**src/rtl/mem_port_arbiter.sv**
```systemverilog
// rtl/mem_port_arbiter.sv - two-port single-memory arbiter with starvation guard and read return tracking
module mem_port_arbiter #(
  parameter int STARVE_LIMIT = 8
) (
  input  logic        clk,
  input  logic        rst_n,
  input  logic        p0_req,
  input  logic        p0_we,
  input  logic [31:0] p0_addr,
  input  logic [31:0] p0_wdata,
  input  logic [3:0]  p0_wstrb,
  input  logic        p1_req,
  input  logic        p1_we,
  input  logic [31:0] p1_addr,
  input  logic [31:0] p1_wdata,
  input  logic [3:0]  p1_wstrb,
  output logic        p0_gnt,
  output logic        p0_rvalid,
  output logic [31:0] p0_rdata,
  output logic        p1_gnt,
  output logic        p1_rvalid,
  output logic [31:0] p1_rdata,
  output logic        mem_en,
  output logic [31:0] mem_addr,
  output logic [31:0] mem_wdata,
  output logic [3:0]  mem_we,
  input  logic [31:0] mem_rdata
);

  // A zero limit still needs a one-bit counter; it simply never leaves 0.
  localparam int CW = (STARVE_LIMIT < 1) ? 1 : $clog2(STARVE_LIMIT + 1);
  localparam logic [CW-1:0] LIMIT = CW'(STARVE_LIMIT);

  logic          outstanding_q, outstanding_d;
  logic          owner_q, owner_d;
  logic [CW-1:0] wait_cnt_q, wait_cnt_d;
  logic [31:0]   p0_rdata_q, p0_rdata_d;
  logic [31:0]   p1_rdata_q, p1_rdata_d;
  logic          p1_pri;
  logic          unused_addr_lsbs;

  assign unused_addr_lsbs = ^{p0_addr[1:0], p1_addr[1:0]};

  assign p1_pri = (wait_cnt_q == LIMIT);

  always_comb begin
    p0_gnt = 1'b0;
    p1_gnt = 1'b0;
    if (rst_n) begin
      if (p0_req && p1_req) begin
        p1_gnt = p1_pri;
        p0_gnt = ~p1_pri;
      end else begin
        p0_gnt = p0_req;
        p1_gnt = p1_req;
      end
    end
  end

  always_comb begin
    mem_en    = 1'b0;
    mem_addr  = 32'd0;
    mem_wdata = 32'd0;
    mem_we    = 4'b0000;
    if (p0_gnt) begin
      mem_en    = 1'b1;
      mem_addr  = {p0_addr[31:2], 2'b00};
      mem_wdata = p0_wdata;
      mem_we    = p0_we ? p0_wstrb : 4'b0000;
    end else if (p1_gnt) begin
      mem_en    = 1'b1;
      mem_addr  = {p1_addr[31:2], 2'b00};
      mem_wdata = p1_wdata;
      mem_we    = p1_we ? p1_wstrb : 4'b0000;
    end
  end

  // Read data is forwarded straight from the memory in the return cycle and
  // held afterwards so a port's rdata only moves when its own read lands.
  assign p0_rvalid = rst_n & outstanding_q & ~owner_q;
  assign p1_rvalid = rst_n & outstanding_q & owner_q;
  assign p0_rdata  = p0_rvalid ? mem_rdata : p0_rdata_q;
  assign p1_rdata  = p1_rvalid ? mem_rdata : p1_rdata_q;

  always_comb begin
    outstanding_d = (p0_gnt & ~p0_we) | (p1_gnt & ~p1_we);
    owner_d       = p1_gnt;
    p0_rdata_d    = p0_rdata;
    p1_rdata_d    = p1_rdata;
    wait_cnt_d    = wait_cnt_q;
    if (!p1_req || p1_gnt) begin
      wait_cnt_d = '0;
    end else if (wait_cnt_q != LIMIT) begin
      wait_cnt_d = wait_cnt_q + CW'(1);
    end
  end

  always_ff @(posedge clk) begin
    if (!rst_n) begin
      outstanding_q <= 1'b0;
      owner_q       <= 1'b0;
      wait_cnt_q    <= '0;
      p0_rdata_q    <= 32'd0;
      p1_rdata_q    <= 32'd0;
    end else begin
      outstanding_q <= outstanding_d;
      owner_q       <= owner_d;
      wait_cnt_q    <= wait_cnt_d;
      p0_rdata_q    <= p0_rdata_d;
      p1_rdata_q    <= p1_rdata_d;
    end
  end

endmodule

```
**config.mk**
```make
export PLATFORM = sky130hd
export DESIGN_NAME = mem_port_arbiter
export DESIGN_NICKNAME = d
export VERILOG_FILES = /design/src/rtl/mem_port_arbiter.sv
export SDC_FILE = /design/constraint.sdc
export NUM_CORES = 1
export LEC_CHECK = 0
export CORE_AREA = 2 2 121 123
export CTS_CLUSTER_DIAMETER = 80
export DETAILED_ROUTE_END_ITERATION = 6
export DIE_AREA = 0 0 123 125
export HOLD_SLACK_MARGIN = 0.15
export PLACE_DENSITY = 0.79
export SYNTH_ARGS = -nofsm -noshare
export SYNTH_HDL_FRONTEND = slang
export SYNTH_SLANG_ARGS = --single-unit
```
**constraint.sdc**
```tcl
create_clock -name clk -period 1.9 [get_ports clk]
set_clock_uncertainty 0.2 [all_clocks]
set_input_delay 0.285 -clock clk [delete_from_list [all_inputs] [get_ports clk]]
set_output_delay 0.285 -clock clk [all_outputs]
set_load 0.01 [all_outputs]
```
* Word-level counts from Yosys, hierarchy flattened
Cells that the tools add are included.
** Operators by class
- Equal/unequal tests :: 2
- Muxes and demuxes :: 16
- Bitwise operators :: 11
- Multipliers :: 0
- Reductions and logical operators :: 4
- Magnitude comparators :: 0
- Shifts and indexed selects :: 0
- Divide/modulo/power cells :: 0
- Add/subtract/negate cells :: 1
** Operators with widths (count)
- 32-bit two-way mux :: 6
- 4-bit two-way mux :: 4
- 1-bit two-way mux :: 6
- 1-bit AND :: 5
- 1-bit NOT :: 5
- 4-bit by 1-bit adder with 4-bit output, second input constant :: 1
- 4-bit == test, second input constant :: 1
- 4-bit inequality test, second input constant :: 1
- 2-bit OR reduction :: 1
- 1-bit logical AND :: 1
- 1-bit logical NOT :: 1
- 1-bit logical OR :: 1
- 1-bit OR :: 1
** Storage, ports and cells
- Memories :: 0
- Latch bits :: 0
- Register bits :: 70
- Input port bits :: 174
- Logic and storage cells :: 39
- RAM bits :: 0
- Bits in read-only memories :: 0

* Longest topological paths before layout
Gate-level depths: netlist of the first run.
- Depth after elaboration :: 6
- Gate-level depth with buffers :: 7
- Mapped depth without buffers :: 5

* Worst setup path before layout of the first run
No wires, ideal clock.
- Path type :: reg2out
- Start point :: register wait_cnt_q[0]
- End point :: output port mem_addr[10]
- Arrival :: 1.501 ns
- Required time :: 1.415 ns
- Cell stages (with the launch flop) :: 8
- Buffers on the path :: 2
- Path slack :: -0.086 ns
- Cell sequence :: dfxtp_1 inv_1 ha_1 nand3b_4 o211a_2 buf_2 buf_2 a22o_1
** Between the ends
- Cells in the longest elaborated chain, start to end :: 5
- Elaborated cells on any way between the ends :: 8
- Classes of those cells :: eq/ne: 1; mux: 6; bitwise: 1
** Ends and longest elaborated chain
- from (decl) :: RTL line 36 : logic [CW-1:0] wait_cnt_q, wait_cnt_d;
- from (signal assigned) :: RTL line 108 : wait_cnt_q <= wait_cnt_d;
- 4-bit == test (*) :: RTL line 44 : assign p1_pri = (wait_cnt_q == LIMIT);
- 1-bit two-way mux or 1-bit NOT (tied branches) :: RTL line 50, 52
- 1-bit two-way mux (on tied branches) :: RTL line 49, 50
- 32-bit two-way mux or 1-bit two-way mux (tied branches) :: RTL line 70, 49
- 32-bit two-way mux (*) :: RTL line 65 : if (p0_gnt) begin
- to (decl) :: RTL line 24 : output logic [31:0] mem_addr,
Mark *: on every way between the ends. The rest lies on a longest branch, timed or not.

* Worst setup path after layout of the first run
- Start point :: input port p1_req
- End point :: output port mem_we[2]
** Between the ends
- Cells in the longest elaborated chain, start to end :: 5
- Elaborated cells on any way between the ends :: 7
- Classes of those cells :: mux: 6; reduce/logical: 1
** Ends and longest elaborated chain
- from (decl) :: RTL line 12 : input logic p1_req,
- 1-bit logical AND :: RTL line 50 : if (p0_req && p1_req) begin
- 1-bit two-way mux :: RTL line 50
- 1-bit two-way mux :: RTL line 49 : if (rst_n) begin
- 4-bit two-way mux :: RTL line 70 : end else if (p1_gnt) begin
- 4-bit two-way mux (*) :: RTL line 65
- to (decl) :: RTL line 26 : output logic [3:0] mem_we,
Marks and branches as above.

==> results of run 1 <==
==> cell families (layout without fill, tap and decap cells) <==
family          count (synthesis)  in the layout  share of synthesized area
other cells                     1              3                    0.00109
mux                            64             64                      0.210
flops                          70             70                      0.408
buf+inv                        36            397                     0.0470
fa+ha+maj                       2              2                    0.00728
simple gates                   74             74                      0.138
xor+xnor                        2              2                    0.00510
compound gates                 72             73                      0.184
==> power groups by stage <==
stage	Combinational, W	Sequential [W]	Clock, W
after CTS	0.00109	0.00150	0.00181
after floorplan	0.000299	0.00153	0
after global placement	0.00100	0.00153	0
final	0.00112	0.00151	0.00177
after detailed placement	0.00100	0.00153	0
after global routing	0.00118	0.00151	0.00188
==> stage by stage <==
stage | area, sq um | hold slack (ns) | total power (W) | TNS (ns) | utilization
2_1_floorplan | 3460 | 0.177 | 0.00183 | -0.364 | -
3_3_place_gp | 6870 | 0.306 | 0.00253 | -57.91 | 0.484
3_5_place_dp | 6870 | 0.328 | 0.00254 | -58.79 | 0.484
4_1_cts | 7760 | 0.314 | 0.00440 | -41.51 | 0.546
5_1_grt | 7960 | 0.337 | 0.00457 | -45.06 | 0.560
6_report | 7960 | 0.328 | 0.00440 | -37.47 | 0.560
==> area by class of cell <==
type	count	area (sq um)
antenna	1	2.50
clock buffer	11	233
clock inverter	5	83.8
fill	1195	6250
inverter	8	30.0
multi-input combinational	217	2130
sequential	70	1410
tap	184	230
timing repair buffer	373	3830
==> sequential cells by signal, indices dropped and copies added, names as in the netlist <==
name           count
owner_q            1
p1_rdata_q        32
p0_rdata_q        32
wait_cnt_q         4
outstanding_q      1
==> worst max-delay path, stage by stage <==
cell	delay, ns
clkdlybuf4s50_1	0.51
inv_1	0.11
o211a_4	0.36
buf_6	0.17
a32o_2	0.29
buf_6	0.13
==> cell usage in the layout, fill, tap and decap left out, types with 4 or more instances in the layout <==
cell | synthesis | routed
a22o_1 | 63 | 60
dfxtp_1 | 70 | 66
inv_1 | 8 | 4
clkdlybuf4s50_1 | 0 | 167
nor3_1 | 4 | 4
buf_2 | 15 | 51
mux2_4 | 0 | 43
buf_6 | 0 | 109
and2_1 | 64 | 64
inv_2 | 0 | 4
clkbuf_16 | 0 | 11
buf_8 | 0 | 8
buf_12 | 0 | 11
buf_16 | 0 | 5
mux2_2 | 64 | 21
buf_4 | 2 | 17
==> worst paths after layout <==
kind	to	slack, ns	depth (start not counted)	startpoint
worst max-delay path	mem_we[2]	-0.45	6	p1_req
worst min-delay path	p1_rdata_q[29]$_SDFF_PN0_	0.33	3	rst_n
worst max register to register	p0_rdata_q[8]$_SDFF_PN0_	0.17	6	owner_q$_SDFF_PN0_
worst min register to register	p1_rdata_q[29]$_SDFF_PN0_	0.39	2	p1_rdata_q[29]$_SDFF_PN0_
==> routing by layer <==
metal | vias to the layer above | track usage | routed length [microns]
met4 | 0 | 0.0802 | 486
li1 | 1880 | - | -
met2 | 211 | 0.421 | 10100
met3 | 29 | 0.0725 | 1440
met5 | - | 0 | 0
met1 | 1919 | 0.229 | 6340
==> repair_timing <==
item,4_1_cts,5_1_grt
endpoints found under the setup margin,135,134
cloned,10,3
setup buffers,35,8
pin swaps,12,6
resized for setup,673,76
==> impl_metrics.toml, run 1 <==
[logic_synthesis]
syn_area_sq_um = 3430
synth-seq-cells = 70
yosysTopAreaCell = "dfxtp_1"
avgSynthCellArea_sq_um = 10.7
yosysSeqAreaShare = 0.408
synth-main-ff-cell = "dfxtp_1"
synth_edf_count = 0
ys_warn_count = 0
synth_cell_types = 24
synth-async-reset-ratio = 0
ys_top_cells_by_area = "dfxtp_1 41%, mux2_2 21%, a22o_1 16%"
syn_inst = 321
synth.most_common_cell = "dfxtp_1"
synth_common_cells = "70 x dfxtp_1, 64 x and2_1, 64 x mux2_2"
synth_top_area_share = 0.408

[clock_network]
htreeDepth = 3
insertion_delay_ns = 0.32
hold_buffers = 0
clock_path_buffers = 2
cts.sinks = 70
cts_tree = "done"
clk_pin_slew_ns = 0.06
cts_buffers = 9
root_buffer = "clkbuf_16"

[floorplanning]
start_util = 0.242
die_y_microns = 125
core_area_sq_um = 14200
std_cell_rows = 44
fp.dieArea_sq_um = 15400
io_pins = 311
dieWidth_microns = 123

[power_and_ir_drop]
combPwrFrac = 0.255
p_sw_frac = 0.236
p_sw_w = 0.00104
power-per-cell-area_nw_per_um2 = 553
p_leak_nw = 3.74
peakVddDrop_uv = 358
intPower_w = 0.00336
power_frac_seq = 0.342
pwr-share-clk = 0.403

[timing]
setup_violations = 133
setup_slack_ns = -0.447
fmax_mhz = 426
period_needed_ns = 2.35
rsz0062_at_grt = "true"
finalHoldViolCount = 0
drv_slew = 0
min_period_over_period = 1.24

[finish]
syn_to_final_growth_pct = 132
drive_gt1_frac = 0.444
fin_cells = 869
final_nets = 855

[route]
dr.first_iter.drc_count = 140
wirelength_mm = 18.4
wire_per_inst_microns = 21.2
ant_nets = 0
num_vias = 4039
firstDrtPassIters = 4
remaining_drc_errors = 0
viasPerCell = 4.65

[worst_setup_path]
arrival_ns = 1.86
worstPathMaxFanout = 9
critPathLaunchType = "input port"
critPathRequiredTime_ns = 1.41
cp-end-kind = "output pin"
path_class = "input port to output pin"

[grt]
grt_pass1_vias = 4439
antenna_found_initial = 1
grt_usage = 0.225
grt_pass1_wl_mm = 25.7
grt_max_degree = 53
overflow = 0

[placement]
gp_congestion = 0.956
place_hpwl_mm = 12.4
place_ws_ns = -0.714
dp_cells = 807
portBuffers = 304

[status]
violations = "setup timing"
status = "finished, violations left"

[flow_run]
maxCapViolCount = 0

[min_path]
holdCritPathClass = "input port to flop"
(Power assumes the default switching activity.)
==> run 2: changes to the inputs <==
--- a/config.mk
+++ b/config.mk
@@ -11,6 +11,7 @@
 export DIE_AREA = 0 0 123 125
 export HOLD_SLACK_MARGIN = 0.15
 export PLACE_DENSITY = 0.79
+export SLEW_MARGIN = 40
 export SYNTH_ARGS = -nofsm -noshare
 export SYNTH_HDL_FRONTEND = slang
 export SYNTH_SLANG_ARGS = --single-unit
==> results of run 2 <==
No change in the layout: final DEF, timing and power equal those of run 1.
==> run 3: changes to the inputs <==
--- a/config.mk
+++ b/config.mk
@@ -7,6 +7,7 @@
 export LEC_CHECK = 0
 export CORE_AREA = 2 2 121 123
 export CTS_CLUSTER_DIAMETER = 80
+export CTS_CLUSTER_SIZE = 40
 export DETAILED_ROUTE_END_ITERATION = 6
 export DIE_AREA = 0 0 123 125
 export HOLD_SLACK_MARGIN = 0.15
==> results of run 3 <==
No change in the layout: final DEF, timing and power equal those of run 1.
